**src/rtl/video_timing_cfg_pkg.sv**
```systemverilog
// Shared definitions for the video_timing configuration controller: register map,
// CTRL/MODE bit positions, FSM encoding, timing-set struct and reset defaults.
package video_timing_cfg_pkg;

  localparam logic [3:0] ADDR_HRES    = 4'd0;
  localparam logic [3:0] ADDR_HFP     = 4'd1;
  localparam logic [3:0] ADDR_HSW     = 4'd2;
  localparam logic [3:0] ADDR_HBP     = 4'd3;
  localparam logic [3:0] ADDR_VRES    = 4'd4;
  localparam logic [3:0] ADDR_VFP     = 4'd5;
  localparam logic [3:0] ADDR_VSW     = 4'd6;
  localparam logic [3:0] ADDR_VBP     = 4'd7;
  localparam logic [3:0] ADDR_WPL_M1  = 4'd8;
  localparam logic [3:0] ADDR_MODE    = 4'd9;
  localparam logic [3:0] ADDR_CURX    = 4'd10;
  localparam logic [3:0] ADDR_CURY    = 4'd11;
  localparam logic [3:0] ADDR_CURYEND = 4'd12;
  localparam logic [3:0] ADDR_CTRL    = 4'd13;

  localparam int MODE_BPP_LSB = 0;
  localparam int MODE_BPP_MSB = 1;
  localparam int MODE_HIRES   = 2;
  localparam int MODE_DX      = 3;
  localparam int MODE_DY      = 4;

  localparam int CTRL_COMMIT    = 0;
  localparam int CTRL_TEST_CARD = 1;
  localparam int CTRL_ERR_CLR   = 2;

  typedef enum logic [1:0] {
    ST_IDLE = 2'd0,
    ST_COPY = 2'd1,
    ST_REQ  = 2'd2,
    ST_REL  = 2'd3
  } cfg_state_t;

  typedef struct packed {
    logic [10:0] hres;
    logic [7:0]  hfp;
    logic [7:0]  hsw;
    logic [7:0]  hbp;
    logic [9:0]  vres;
    logic [7:0]  vfp;
    logic [7:0]  vsw;
    logic [7:0]  vbp;
    logic [7:0]  wpl_m1;
    logic [1:0]  bpp;
    logic        hires;
    logic        dx;
    logic        dy;
  } timing_cfg_t;

  localparam timing_cfg_t CFG_DEFAULT = '{
    hres:   11'd1152,
    hfp:    8'd40,
    hsw:    8'd20,
    hbp:    8'd62,
    vres:   10'd896,
    vfp:    8'd4,
    vsw:    8'd3,
    vbp:    8'd47,
    wpl_m1: 8'd35,
    bpp:    2'd3,
    hires:  1'b1,
    dx:     1'b0,
    dy:     1'b0
  };

  // Sums are sized one bit wider than the limit so an over-long line or frame
  // cannot wrap back into the legal range.
  function automatic logic cfg_valid(input timing_cfg_t c);
    logic [11:0] h_total;
    logic [10:0] v_total;
    h_total = 12'(c.hres) + 12'(c.hfp) + 12'(c.hsw) + 12'(c.hbp);
    v_total = 11'(c.vres) + 11'(c.vfp) + 11'(c.vsw) + 11'(c.vbp);
    return (c.hres != '0) && (c.vres != '0) && (c.hsw != '0) && (c.vsw != '0) &&
           (h_total <= 12'd2047) && (v_total <= 11'd1023);
  endfunction

endpackage

```
**src/rtl/video_timing_cfg_regs.sv**
```systemverilog
// Register file for the configuration controller: write decode, shadow timing set,
// active timing set (loaded on request) and the live cursor/test-card registers.
// Optional shadow validation is enabled by defining VIDEO_TIMING_CFG_VALIDATE_EN.
module video_timing_cfg_regs
  import video_timing_cfg_pkg::*;
(
  input  logic        clk,
  input  logic        reset,
  input  logic        wr_en,
  input  logic [3:0]  wr_addr,
  input  logic [15:0] wr_data,
  input  logic        load_active,
  output timing_cfg_t active,
  output logic        shadow_ok,
  output logic [10:0] cursor_x,
  output logic [9:0]  cursor_y,
  output logic [9:0]  cursor_yend,
  output logic        test_card,
  output logic        commit,
  output logic        err_clr
);

  timing_cfg_t shadow;
  logic        ctrl_wr;
  logic        unused_wr_data;

  assign ctrl_wr        = wr_en && (wr_addr == ADDR_CTRL);
  assign commit         = ctrl_wr && wr_data[CTRL_COMMIT];
  assign err_clr        = ctrl_wr && wr_data[CTRL_ERR_CLR];
  assign unused_wr_data = ^wr_data[15:11];

`ifdef VIDEO_TIMING_CFG_VALIDATE_EN
  assign shadow_ok = cfg_valid(shadow);
`else
  assign shadow_ok = 1'b1;
`endif

  always_ff @(posedge clk) begin
    if (reset) begin
      shadow <= CFG_DEFAULT;
    end else if (wr_en) begin
      case (wr_addr)
        ADDR_HRES:   shadow.hres   <= wr_data[10:0];
        ADDR_HFP:    shadow.hfp    <= wr_data[7:0];
        ADDR_HSW:    shadow.hsw    <= wr_data[7:0];
        ADDR_HBP:    shadow.hbp    <= wr_data[7:0];
        ADDR_VRES:   shadow.vres   <= wr_data[9:0];
        ADDR_VFP:    shadow.vfp    <= wr_data[7:0];
        ADDR_VSW:    shadow.vsw    <= wr_data[7:0];
        ADDR_VBP:    shadow.vbp    <= wr_data[7:0];
        ADDR_WPL_M1: shadow.wpl_m1 <= wr_data[7:0];
        ADDR_MODE: begin
          shadow.bpp   <= wr_data[MODE_BPP_MSB:MODE_BPP_LSB];
          shadow.hires <= wr_data[MODE_HIRES];
          shadow.dx    <= wr_data[MODE_DX];
          shadow.dy    <= wr_data[MODE_DY];
        end
        default: ;
      endcase
    end
  end

  // The active set only moves when the controller says it is safe to do so.
  always_ff @(posedge clk) begin
    if (reset) begin
      active <= CFG_DEFAULT;
    end else if (load_active) begin
      active <= shadow;
    end
  end

  always_ff @(posedge clk) begin
    if (reset) begin
      cursor_x    <= '0;
      cursor_y    <= '0;
      cursor_yend <= '0;
      test_card   <= 1'b1;
    end else if (wr_en) begin
      case (wr_addr)
        ADDR_CURX:    cursor_x    <= wr_data[10:0];
        ADDR_CURY:    cursor_y    <= wr_data[9:0];
        ADDR_CURYEND: cursor_yend <= wr_data[9:0];
        ADDR_CTRL:    test_card   <= wr_data[CTRL_TEST_CARD];
        default: ;
      endcase
    end
  end

endmodule

```
**src/rtl/video_timing_cfg_ctrl.sv**
```systemverilog
// Configuration controller for video_timing: commit FSM, sync handshake, timeout and
// sticky error. Define VIDEO_TIMING_CFG_VALIDATE_EN to reject bad shadow sets at commit.
module video_timing_cfg_ctrl
  import video_timing_cfg_pkg::*;
#(
  parameter int TIMEOUT_CYCLES = 2000000,
  parameter int TO_W           = 21
) (
  input  logic        clk,
  input  logic        reset,
  input  logic        wr_en,
  input  logic [3:0]  wr_addr,
  input  logic [15:0] wr_data,
  output logic [10:0] t_horiz_res,
  output logic [7:0]  t_horiz_fp,
  output logic [7:0]  t_horiz_sync_width,
  output logic [7:0]  t_horiz_bp,
  output logic [9:0]  t_vert_res,
  output logic [7:0]  t_vert_fp,
  output logic [7:0]  t_vert_sync_width,
  output logic [7:0]  t_vert_bp,
  output logic [7:0]  t_words_per_line_m1,
  output logic [1:0]  t_bpp,
  output logic        t_hires,
  output logic        t_double_x,
  output logic        t_double_y,
  output logic [10:0] v_cursor_x,
  output logic [9:0]  v_cursor_y,
  output logic [9:0]  v_cursor_yend,
  output logic        enable_test_card,
  output logic        config_sync_req,
  input  logic        config_sync_ack,
  output logic        busy,
  output logic        err
);

  localparam logic [TO_W-1:0] TO_LAST = TO_W'(TIMEOUT_CYCLES - 1);

  cfg_state_t      state;
  logic            pending;
  logic [TO_W-1:0] to_cnt;
  timing_cfg_t     active;
  logic            shadow_ok;
  logic            commit;
  logic            err_clr;
  logic            load_active;

  assign load_active = (state == ST_COPY) && shadow_ok;

  video_timing_cfg_regs u_regs (
    .clk         (clk),
    .reset       (reset),
    .wr_en       (wr_en),
    .wr_addr     (wr_addr),
    .wr_data     (wr_data),
    .load_active (load_active),
    .active      (active),
    .shadow_ok   (shadow_ok),
    .cursor_x    (v_cursor_x),
    .cursor_y    (v_cursor_y),
    .cursor_yend (v_cursor_yend),
    .test_card   (enable_test_card),
    .commit      (commit),
    .err_clr     (err_clr)
  );

  assign t_horiz_res         = active.hres;
  assign t_horiz_fp          = active.hfp;
  assign t_horiz_sync_width  = active.hsw;
  assign t_horiz_bp          = active.hbp;
  assign t_vert_res          = active.vres;
  assign t_vert_fp           = active.vfp;
  assign t_vert_sync_width   = active.vsw;
  assign t_vert_bp           = active.vbp;
  assign t_words_per_line_m1 = active.wpl_m1;
  assign t_bpp               = active.bpp;
  assign t_hires             = active.hires;
  assign t_double_x          = active.dx;
  assign t_double_y          = active.dy;

  // Handshake: req rises on COPY->REQ, falls once ack is seen high, and the
  // controller returns to IDLE once ack has dropped again.
  // Any error set below is placed after the err clear so a same-cycle set wins.
  always_ff @(posedge clk) begin
    if (reset) begin
      state           <= ST_IDLE;
      pending         <= 1'b0;
      to_cnt          <= '0;
      config_sync_req <= 1'b0;
      busy            <= 1'b0;
      err             <= 1'b0;
    end else begin
      if (err_clr) begin
        err <= 1'b0;
      end
      case (state)
        ST_IDLE: begin
          if (commit || pending) begin
            state <= ST_COPY;
            busy  <= 1'b1;
          end
        end
        ST_COPY: begin
          pending <= 1'b0;
          if (shadow_ok) begin
            state           <= ST_REQ;
            config_sync_req <= 1'b1;
            to_cnt          <= '0;
          end else begin
            state <= ST_IDLE;
            busy  <= 1'b0;
            err   <= 1'b1;
          end
        end
        ST_REQ: begin
          if (config_sync_ack) begin
            state           <= ST_REL;
            config_sync_req <= 1'b0;
            to_cnt          <= '0;
          end else if (to_cnt == TO_LAST) begin
            state           <= ST_IDLE;
            config_sync_req <= 1'b0;
            busy            <= 1'b0;
            err             <= 1'b1;
          end else begin
            to_cnt <= to_cnt + 1'b1;
          end
        end
        ST_REL: begin
          if (!config_sync_ack) begin
            state <= ST_IDLE;
            busy  <= 1'b0;
          end else if (to_cnt == TO_LAST) begin
            state <= ST_IDLE;
            busy  <= 1'b0;
            err   <= 1'b1;
          end else begin
            to_cnt <= to_cnt + 1'b1;
          end
        end
        default: begin
          state           <= ST_IDLE;
          config_sync_req <= 1'b0;
          busy            <= 1'b0;
        end
      endcase
      // A commit arriving while busy (including during COPY) is remembered once.
      if (commit && (state != ST_IDLE)) begin
        pending <= 1'b1;
      end
    end
  end

endmodule

```
**config.mk**
```make
export PLATFORM = sky130hd
export DESIGN_NAME = video_timing_cfg_ctrl
export DESIGN_NICKNAME = d
export VERILOG_FILES = /design/src/rtl/video_timing_cfg_pkg.sv /design/src/rtl/video_timing_cfg_regs.sv /design/src/rtl/video_timing_cfg_ctrl.sv
export SDC_FILE = /design/constraint.sdc
export NUM_CORES = 1
export LEC_CHECK = 0
export CORE_MARGIN = 2
export CORE_UTILIZATION = 60
export CTS_BUF_LIST = sky130_fd_sc_hd__clkbuf_4
export CTS_CLUSTER_DIAMETER = 150
export DETAILED_ROUTE_END_ITERATION = 8
export PLACE_DENSITY = 0.9
export SKIP_CTS_REPAIR_TIMING = 1
export SLEW_MARGIN = 0
export SYNTH_ARGS = -nofsm -noshare
export SYNTH_HDL_FRONTEND = slang
export SYNTH_HIERARCHICAL = 1
export SYNTH_SLANG_ARGS = --single-unit
```
**constraint.sdc**
```tcl
create_clock -name clk -period 4.9 [get_ports clk]
set_input_delay 0.98 -clock clk [delete_from_list [all_inputs] [get_ports clk]]
set_output_delay 0.98 -clock clk [all_outputs]
set_load 0.01 [all_outputs]
```
==> metrics.md, run 1 <==
| Metric | Value |
|---|---|
| Status | finished clean |
| Post-layout min period | between 2 and 3 ns |
| RSZ-0062 raised after global routing | false |
| Crit share post-route | approximately 57% |
| Sequential fraction of design power | a little over half |
| GP Congestion | between 0.8 and 0.9 |
| CTS root buf | clkbuf_4 |
| Worst slack at placement | about 1.8 ns |
| Worst R2R Path Depth | 4 |
| Sw power | between 0.8 and 0.9 mW |
| Synthesized area | roughly 9000 um2 |
| Layout cell share with drive strength beyond 1 | a little under a tenth |
| Combinational power share | roughly 4.7% |
| Largest net degree at the start of global routing | roughly 160 |
| Power per standard cell area | between 300 and 400 nW/um2 |
| Clock power share | 43.3% |
| CP Launch Type | register |
| Cell depth of the worst hold path | 1 |
| Final clock skew | 0.0179 ns |
| IO Pins | ~140 |
| Static Leak | 4.46 nW |
| Final setup vio count | 0 |
| Die W | about 130 um |
| Seq/Total Area, Yosys | between 40% and 50% |
| FF/Latch Area | 4460 um2 |
| Yosys cell types | 51 |
| Top post-synthesis cells by area | dfxtp_1 49%, mux2i_1 20%, nand2b_1 7.4% |
| Syn Area/Cell | just over 10 um2 |
| CTS tree | yes |
| Met1 Usage GRT | around a third |
| Wire per inst | roughly 17 um |
| Busiest grt layer | met2 |
| HP Class | reg2reg |
| Final Hold Vio Count | 0 |
| Die height | 127 um |
| GRT Util Overall | 25.4% |
| HP Start | u_regs/shadow[46] |
| Gr ovfl total | 0 |
| Clk_lat worst skew | about 0.65 ns |
| Detail Route Antenna Nets | 0 |
| Post-synth EDFFs | 0 |
| Vias | 6729 |
| Max FO, Critical Path | 77 |
| Synthesized Nets | between 900 and 1000 |
| First-pass GRT wire length | between 30 and 40 mm |
| Number of global-route vias before repair | approximately 6500 |
| Core ar. | between 10000 and 15000 um2 |
| Final-stage net count | a little over 1000 |
| Initial Util | roughly 62% |
| Synth Warn # | 6 |
| Cell count after synthesis | 884 |
| Area growth syn-to-layout | 21.5% |
| Yosys reg bits | between 200 and 250 |
| Port Buffers | approximately 140 |
| Multi-input logic area | approximately 4200 um2 |
| Ys flop type | dfxtp_1 |
| FP Rows | between 40 and 50 |
| Largest area contributor in the netlist | dfxtp_1 |
| Critical path class | reg2reg |
| Reg clk slew, reported paths | ~0.070 ns |
| Final Worst Setup Slack | roughly 2.1 ns |
| Met2 GRT Util | between 30% and 40% |
| CP Capture Type | register |
| Clock Path Buffers | 3 |
| Ys async rst share | 0% |
| Least-Margin Pin Slew | 1.11 ns |
| Grt met3 use | about 9% |
| Sw frac | a little under a quarter |
| Fillers | 967 |
| Pwr Total | 3.53 mW |
| Synth top area share | between 40% and 50% |
| Vias/cell | 5.46 |
| Placed Area | roughly 10000 um2 |
| Post-DP HPWL | around 13 mm |
| DRC violations left | 0 |
| Setup TNS | 0 ns |
| Max Cap Viol | 0 |
| Finished Cell Area | roughly 11000 um2 |
| CTS H-tree lvls | 2 |
| Worst r2r src | state[1] |
| Routed wire length | just over 20 mm |
| Critical path required time | 5.39 ns |
| Total die area | about 16000 um2 |
| Critical Path AT | about 3.3 ns |
| Worst slew margin | 25.7% |
| Max Clock Freq | between 300 and 400 MHz |
| Number of sinks on the clock net | approximately 220 |
| WHS Endpoint | u_regs/active[46] |
| R2r endpoint | u_regs/active[56] |
| Initial antenna violation count | 1 |
| FF-to-FF setup slack | approximately 2.1 ns |
| Internal power | about 2.7 mW |
| Num CTS Buffers | 54 |
| Starting DRT DRC Count | approximately 400 |
| Slew Viols, Final | 0 |
| VDD IR-drop max | approximately 200 uV |
| First-pass DRT Iterations | 5 |
-- worst max path at each step --
stage | depth (start not counted) | from | slack (ns) | endpoint
after floorplan | 8 | wr_addr[1] | 2.54 | busy
after global placement | 8 | wr_addr[1] | 1.90 | busy
after detailed placement | 8 | wr_addr[1] | 1.83 | busy
after CTS | 4 | state[0] | 2.14 | u_regs/active[56]
after global routing | 4 | state[0] | 1.94 | u_regs/active[74]
final | 4 | state[1] | 2.13 | u_regs/active[56]
-- layout by cell type, fill, tap and decap left out, drive strengths merged, types with 3 or more instances in the layout --
| master | synthesis | layout |
|---|---|---|
| dfxtp | 223 | 223 |
| mux2i | 178 | 178 |
| clkdlybuf4s50 | 0 | 134 |
| nand2b | 107 | 107 |
| nor2 | 99 | 99 |
| clkbuf | 26 | 77 |
| nand2 | 33 | 33 |
| nor2b | 29 | 29 |
| a211o | 28 | 28 |
| clkinv | 0 | 13 |
| nand3 | 13 | 13 |
| a21oi | 12 | 12 |
| nand4 | 9 | 9 |
| o21ai | 7 | 7 |
| or3 | 6 | 6 |
| nor3 | 6 | 6 |
| and2 | 6 | 6 |
| and3 | 5 | 5 |
| and4 | 5 | 5 |
| nor4 | 5 | 5 |
| and3b | 5 | 5 |
| diode | 0 | 4 |
| a21o | 4 | 4 |
| a211oi | 4 | 4 |
| buf | 43 | 4 |
| a2111o | 3 | 3 |
| inv | 3 | 3 |
-- state kept, by name, summed over array words and instances (netlist names) --
signal and count:
u_regs/active 82, u_regs/shadow 82, to_cnt 21, u_regs/cursor_x 11
u_regs/cursor_y 10, u_regs/cursor_yend 10, state 2, busy 1
config_sync_req 1, err 1, pending 1, u_regs/test_card 1
-- final cells by class --
cell class | instances | share of cell area [%]
Clock inverter | 15 | 1.00
Sequential cell | 223 | 40.7
Multi-Input combinational cell | 589 | 38.2
Timing Repair Buffer | 138 | 12.5
Clock buffer | 77 | 5.27
Tap cell | 184 | 2.10
Antenna cell | 4 | 0.0913
Inverter | 3 | 0.103
-- power groups by stage --
stage          sequential, mW  clock, mW  combinational, mW
2_1_floorplan            1.88          0              0.107
3_3_place_gp             1.88          0              0.161
3_5_place_dp             1.88          0              0.163
4_1_cts                  1.84       1.56              0.164
5_1_grt                  1.84       1.66              0.176
6_report                 1.84       1.53              0.165
-- worst max-delay path, stage by stage (launching register included) --
cell and delay [ns]:
dfxtp_1 0.43, and3b_4 1.09, buf_4 0.69, mux2i_1 0.31, nor2_1 0.07
-- through the flow --
stage	util (%)	hold WS (ns)	cells
after floorplan	-	0.436	884
after global placement	70.4	0.442	1137
after detailed placement	70.4	0.451	1137
after CTS	75.1	0.461	1229
after global routing	75.2	0.473	1233
final	75.2	0.458	1233
-- per-layer routing --
metal,up-vias,part of all wire [%],wire (um)
met5,-,0,0
met4,0,1.9,399
met3,28,8.3,1720
met2,182,46,9610
met1,3211,44,9060
li1,3308,-,-
-- Yosys cell counts, types with 6 or more instances --
| library cell | instances |
|---|---|
| nand4_1 | 9 |
| buf_4 | 9 |
| dfxtp_1 | 223 |
| nand3_1 | 11 |
| nor2_1 | 98 |
| a211o_1 | 28 |
| nor2b_1 | 29 |
| or3_1 | 6 |
| mux2i_1 | 178 |
| buf_6 | 6 |
| nand2b_1 | 107 |
| nand2_2 | 6 |
| buf_2 | 25 |
| nand2_1 | 27 |
| nor3_1 | 6 |
| clkbuf_1 | 26 |
| a21oi_1 | 12 |
-- kinds of logic (layout without fill, tap and decap cells) --
logic type / count (synthesis) / after routing / share of synthesized area (%)
compound gates: 70 / 70 / 5.88
fa+ha+maj: 1 / 1 / 0.139
buf+inv: 72 / 233 / 4.21
flops: 223 / 223 / 49.5
mux: 178 / 178 / 19.7
other cells: 1 / 5 / 0.0415
simple gates: 339 / 339 / 20.5
Note: power is estimated with default switching activity, not from simulation.
==> run 2, diff against run 1 <==
--- a/config.mk
+++ b/config.mk
@@ -6,11 +6,11 @@
 export NUM_CORES = 1
 export LEC_CHECK = 0
 export CORE_MARGIN = 2
-export CORE_UTILIZATION = 60
+export CORE_UTILIZATION = 56
 export CTS_BUF_LIST = sky130_fd_sc_hd__clkbuf_4
 export CTS_CLUSTER_DIAMETER = 150
 export DETAILED_ROUTE_END_ITERATION = 8
-export PLACE_DENSITY = 0.9
+export PLACE_DENSITY = 0.85
 export SKIP_CTS_REPAIR_TIMING = 1
 export SLEW_MARGIN = 0
 export SYNTH_ARGS = -nofsm -noshare
==> constraint.sdc (replaced) <==
create_clock -name clk -period 2.8 [get_ports clk]
set_input_delay 0.56 -clock clk [delete_from_list [all_inputs] [get_ports clk]]
set_output_delay 0.56 -clock clk [all_outputs]
set_load 0.01 [all_outputs]
==> run 2 against run 1 <==
Largest cell class unchanged. Critical path type unchanged. Count of clock-buffer cells in the layout shrank 1. Design area grew 0.62%. Sequential cell count is the same.
==> metrics.md, run 2 (synthesis results as in run 1) <==
| Metric | Value |
|---|---|
| Setup TNS | 0 ns (unchanged) |
| Layout cell share with drive strength beyond 1 | 10.0% (+0.56 points) |
| Starting DRT DRC Count | 343 (-16%) |
| CP Launch Type | register |
| Critical path required time | 3.31 ns (-2.08 ns) |
| Core Util, Final | 69.7% (-5.5 points) |
| Final Hold Vio Count | 0 (unchanged) |
| Largest net degree at the start of global routing | 81 (-49%) |
| CP Capture Type | register |
| Die height | 131 um (+3.4%) |
| Final-stage net count | 1044 (+0.97%) |
| Power per standard cell area | 544 nW/um2 (+69%) |
| DRC violations left | 0 (unchanged) |
| HP Class | in2reg |
| Number of global-route vias before repair | 6372 (-2.5%) |
| Placed Area | 10400 um2 (+1.2%) |
| WL met3 | 1.47 mm (-15%) |
| Commonest non-fill, non-tap cell in the layout | dfxtp_1 |
| Die W | 131 um (+3.4%) |
| Core ar. | 15800 um2 (+8.5%) |
| Vias | 6738 (+0.13%) |
| First-pass GRT wire length | 32.0 mm (-2.8%) |
| CTS H-tree lvls | 2 (unchanged) |
| Detail Route Antenna Nets | 0 (unchanged) |
| Slew Viols, Final | 0 (unchanged) |
| Port Buffers | 135 (unchanged) |
| Finished Cell Area | 11000 um2 (+0.62%) |
| Initial Util | 57.0% (-4.8 points) |
| Crit share post-route | 81.3% (+25 points) |
| Num CTS Buffers | 55 (+1.9%) |
| Routed wire length | 20.6 mm (-0.83%) |
| Max FO, Critical Path | 80 (+3.9%) |
| VDD IR-drop max | 309 uV (+54%) |
| Least-Margin Pin Slew | 0.740 ns (-0.375 ns) |
| FP Rows | 46 (+4.5%) |
| Max Clock Freq | 439 MHz (+22%) |
| Critical Path AT | 2.79 ns (-0.48 ns) |
| Final clock skew | 0.0432 ns (+0.0253 ns) |
| Final setup vio count | 0 (unchanged) |
| Clk_lat worst skew | 0.66 ns (about the same) |
| Final Worst Setup Slack | 0.524 ns (-1.60 ns) |
| GP Congestion | 0.840 (-1.3%) |
| Static Leak | 4.48 nW (+0.39%) |
| IO Pins | 141 (unchanged) |
| CTS root buf | clkbuf_4 |
| Post-DP HPWL | 13.2 mm (+0.96%) |
| Fillers | 1182 (+22%) |
| Initial antenna violation count | 1 (unchanged) |
| Post-layout min period | 2.28 ns (-0.499 ns) |
| Most frequent cells in the layout | 223 x dfxtp_1, 178 x mux2i_1, 134 x clkdlybuf4s50_1 |
| Reg clk slew, reported paths | 0.07 ns (about the same) |
| Worst slack at placement | 0.345 ns (-1.48 ns) |
| Met2 WL | 9.32 mm (-3.0%) |
| Vias/cell | 5.29 (-3.0%) |
| First-pass DRT Iterations | 4 (-1) |
| Total die area | 17100 um2 (+6.9%) |
| Area growth syn-to-layout | 22.3% |
| Gr ovfl total | 0 (unchanged) |
| Wire per inst | 16.2 um (-3.9%) |
| Top flop regs | u_regs/active (82), u_regs/shadow (82), to_cnt (21) |
| Max Cap Viol | 0 (unchanged) |
| Worst slew margin | 50.7% (+25 points) |
| RSZ-0062 raised after global routing | false |
| Metal-1 WL | 9.41 mm (+3.9%) |
| Clock Path Buffers | 3 (unchanged) |
| Critical path class | reg2reg |
| Status | finished clean |
| CTS tree | yes |
| Top sig layer | met4 |
| Number of sinks on the clock net | 223 (unchanged) |
| GRT Util Overall | 23.7% (-1.7 points) |
| WHS | 0.309 ns (-0.149 ns) |
==> run 2: cell types whose count changed in the layout (fill, tap and decap cells not counted), sizes merged <==
cell and change:
clkbuf -1, buf +9, clkinv +4, bufinv -2, diode -3, clkinvlp +1
==> run 2: worst max-delay path, cell delays in order (launching register included) <==
cell	delay, ns
dfxtp_1	0.57
and3b_4	0.75
buf_12	0.43
nor2b_1	0.10
a211o_1	0.23
==> run 2: metrics by stage <==
| step | std cells | power (mW) |
|---|---|---|
| final | 1273 | 6.01 |
| after global routing | 1273 | 6.25 |
| after CTS | 1272 | 6.07 |
| after detailed placement | 1178 | 3.59 |
| after global placement | 1178 | 3.58 |
| after floorplan | 884 | 3.48 |
==> run 2: per-layer routing <==
metal | track usage, % | vias up
met1 | 30.7 | 3230
met2 | 36.9 | 159
met5 | 0 | -
met3 | 8.18 | 27
li1 | - | 3322
met4 | 8.20 | 0
==> run 2: worst paths after layout <==
check                     from                 to  slack (ns)  cells past startpoint
max                   state[0]   u_regs/active[5]        0.52                      4
min                      reset                err        0.31                      2
max reg2reg           state[0]   u_regs/active[5]        0.52                      4
min reg2reg  u_regs/shadow[14]  u_regs/active[14]        0.46                      1
==> run 2: where the power goes <==
| part | total, mW | internal [mW] | switching [mW] |
|---|---|---|---|
| Sequential | 3.22 | 3.20 | 0.0201 |
| Combinational | 0.296 | 0.127 | 0.170 |
| Clock | 2.49 | 1.25 | 1.24 |
==> run 2: layout make-up <==
cell class              instances  area [um2]  share of cell area, %
inverters                       3        11.3                  0.102
well taps                     216         270                   2.45
clock inverters                18        72.6                  0.658
flip-flops and latches        223        4460                   40.4
multi-input cells             589        4190                   38.0
repair buffers                147        1460                   13.2
clock buffers                  76         571                   5.17
diodes                          1        2.50                 0.0227
==> run 3, diff against run 2 <==
==> constraint.sdc (replaced) <==
create_clock -name clk -period 2.1 [get_ports clk]
set_input_delay 0.42 -clock clk [delete_from_list [all_inputs] [get_ports clk]]
set_output_delay 0.42 -clock clk [all_outputs]
set_load 0.01 [all_outputs]
==> run 3 against run 2 <==
Routed wire length shrank 0.38%. Clock power up 35%. Largest power group unchanged. First-iteration DRC count up 44%. Critical path type is now reg2out. Design area up 1.8%. Utilization is 1.2 points higher. Sequential power is 34% higher. Combinational power increased by 41%. Global-route usage increased by 0.20 points. Setup slack worse by 0.43 ns.
==> metrics.md, run 3 (synthesis results as in run 1) <==
| Metric | Value |
|---|---|
| Core ar. | 15800 um2 (unchanged) |
| GP Congestion | 0.869 (+3.4%) |
| Combinational power share | 5.1% (+0.2 points) |
| Sw power | 1.91 mW (+33%) |
| Number of global-route vias before repair | 6407 (+0.55%) |
| Worst path bufs/invs | 1 (unchanged) |
| Crit-path leading delay family | buffers and inverters |
| Reg clk slew, reported paths | 0.06 ns (about the same) |
| Initial Util | 57.0% (unchanged) |
| First-pass GRT wire length | 32.0 mm (about the same) |
| Static Leak | 4.59 nW (+2.5%) |
| Power per standard cell area | 719 nW/um2 (+32%) |
| Final Hold Vio Count | 0 (unchanged) |
| Gr ovfl total | 0 (unchanged) |
| Crit-path cells | clkdlybuf4s50_1 |
| Routed wire length | 20.5 mm (-0.38%) |
| Clk_lat worst skew | 0.67 ns (about the same) |
| Worst slack at placement | -0.0507 ns (-0.396 ns) |
| Slew Viols, Final | 0 (unchanged) |
| Vias/cell | 5.23 (-1.3%) |
| RSZ-0062 raised after global routing | false |
| FP Rows | 46 (unchanged) |
| CP Capture Type | output port |
| Most frequent cells in the layout | 222 x dfxtp_1, 178 x mux2i_1, 134 x clkdlybuf4s50_1 |
| Sequential fraction of design power | 53.2% (-0.4 points) |
| Clock power share | 41.7% (+0.3 points) |
| HP Class | in2reg |
| Clock Path Buffers | 3 (unchanged) |
| Critical path required time | 1.68 ns (-1.63 ns) |
| Critical path's largest stage delay | 0.59 ns (-0.16 ns) |
| Placed Area | 10600 um2 (+1.8%) |
| VDD IR-drop max | 626 uV (+100%) |
| Post-layout min period | roughly 2.0 ns |
| IO Pins | 141 (unchanged) |
| Top flop regs | u_regs/active (82), u_regs/shadow (82), to_cnt (21) |
| Commonest non-fill, non-tap cell in the layout | dfxtp_1 |
| Finished Cell Area | 11200 um2 (+1.8%) |
| CP Launch Type | register |
| Max Cap Viol | 0 (unchanged) |
| Number of sinks on the clock net | 223 (unchanged) |
| CTS H-tree lvls | 2 (unchanged) |
| FF/Latch Area | 4470 um2 (about the same) |
| Final setup vio count | 0 (unchanged) |
| First-pass DRT Iterations | 5 (+1) |
| Multi-input logic area | 4190 um2 (unchanged) |
| DRC violations left | 0 (unchanged) |
| Critical path class | reg2out |
| Max FO, Critical Path | 2 (-98%) |
| Least-Margin Pin Slew | 0.653 ns (-0.0870 ns) |
| Critical Path AT | 1.58 ns (-1.21 ns) |
| Post-DP HPWL | 13.4 mm (+1.4%) |
| CTS tree | yes |
| Setup TNS | 0 ns (unchanged) |
| Crit share post-route | between 90 and 100% |
| Initial antenna violation count | 1 (unchanged) |
| Fin cells | 1291 (+1.4%) |
| Critical-path top delay cell | clkdlybuf4s50_1 |
| GRT Util Overall | 23.9% (+0.20 points) |
| Sw frac | 23.6% (-0.23 points) |
| Layout cell share with drive strength beyond 1 | 11.9% (+1.9 points) |
| Status | finished clean |
| Starting DRT DRC Count | 494 (+44%) |
| Max Clock Freq | between 400 and 500 MHz |
| Placed Cells incl. Taps | 1196 (+1.5%) |
| Detail Route Antenna Nets | 0 (unchanged) |
| Fillers | 1183 (+0.085%) |
| Area growth syn-to-layout | 24.5% |
| Internal power | 6.17 mW (+35%) |
| Core Util, Final | 71.0% (+1.2 points) |
| Wire per inst | 15.9 um (-1.8%) |
| Largest net degree at the start of global routing | 74 (-8.6%) |
| Die height | 131 um (unchanged) |
| Vias | 6746 (+0.12%) |
| Final Worst Setup Slack | 0.0950 ns (-0.429 ns) |
| Num CTS Buffers | 57 (+3.6%) |
| Final-stage net count | 1064 (+1.9%) |
| CTS root buf | clkbuf_4 |
| Die W | 131 um (unchanged) |
| Worst slew margin | 56.5% (+5.8 points) |
| Final clock skew | 0.0318 ns (-0.0114 ns) |
| Port Buffers | 135 (unchanged) |
| Total die area | 17100 um2 (unchanged) |
## run 3: cell types whose count changed in the layout (fill, tap and decap cells not counted)
cell	change
dfxtp_1	-1
buf_4	+14
clkbuf_4	+3
buf_12	+4
dfxtp_2	+1
clkinv_1	-3
## run 3: cell type report
class	count	share of cell area [%]
clock buffer	79	5.28
antenna	1	0.0223
sequential	223	39.7
multi-input combinational	589	37.3
inverter	3	0.100
timing repair buffer	165	14.6
tap	216	2.41
clock inverter	15	0.546
## run 3: final timing paths
| check | start | to | slack, ns | cells after the start |
|---|---|---|---|---|
| worst min-delay path | reset | u_regs/active[34] | 0.18 | 2 |
| worst max-delay path | u_regs/active[12] | t_words_per_line_m1[7] | 0.1 | 1 |
| worst max register to register | to_cnt[0] | to_cnt[12] | 0.31 | 4 |
| worst min register to register | u_regs/shadow[49] | u_regs/active[49] | 0.46 | 1 |
## run 3: layer usage
metal / global-route usage, % / vias to the layer above / routed length, um
met5: 0 / - / 0
met4: 8.26 / 0 / 418
met3: 8.06 / 29 / 1390
met2: 36.5 / 167 / 9420
met1: 31.7 / 3190 / 9310
li1: - / 3360 / -
## run 3: per-stage QoR
| stage | power [mW] | hold WS (ns) |
|---|---|---|
| after floorplan | 4.64 | 0.436 |
| after global placement | 4.80 | 0.444 |
| after detailed placement | 4.80 | 0.451 |
| after CTS | 8.18 | 0.143 |
| after global routing | 8.44 | 0.150 |
| final | 8.08 | 0.182 |
## run 3: power by group through the flow
| stage | Sequential [mW] | Combinational [mW] | Clock (mW) |
|---|---|---|---|
| floorplan | 4.39 | 0.250 | 0 |
| global placement | 4.39 | 0.411 | 0 |
| detailed placement | 4.39 | 0.415 | 0 |
| CTS | 4.30 | 0.417 | 3.47 |
| global route | 4.30 | 0.446 | 3.69 |
| finish | 4.30 | 0.416 | 3.37 |
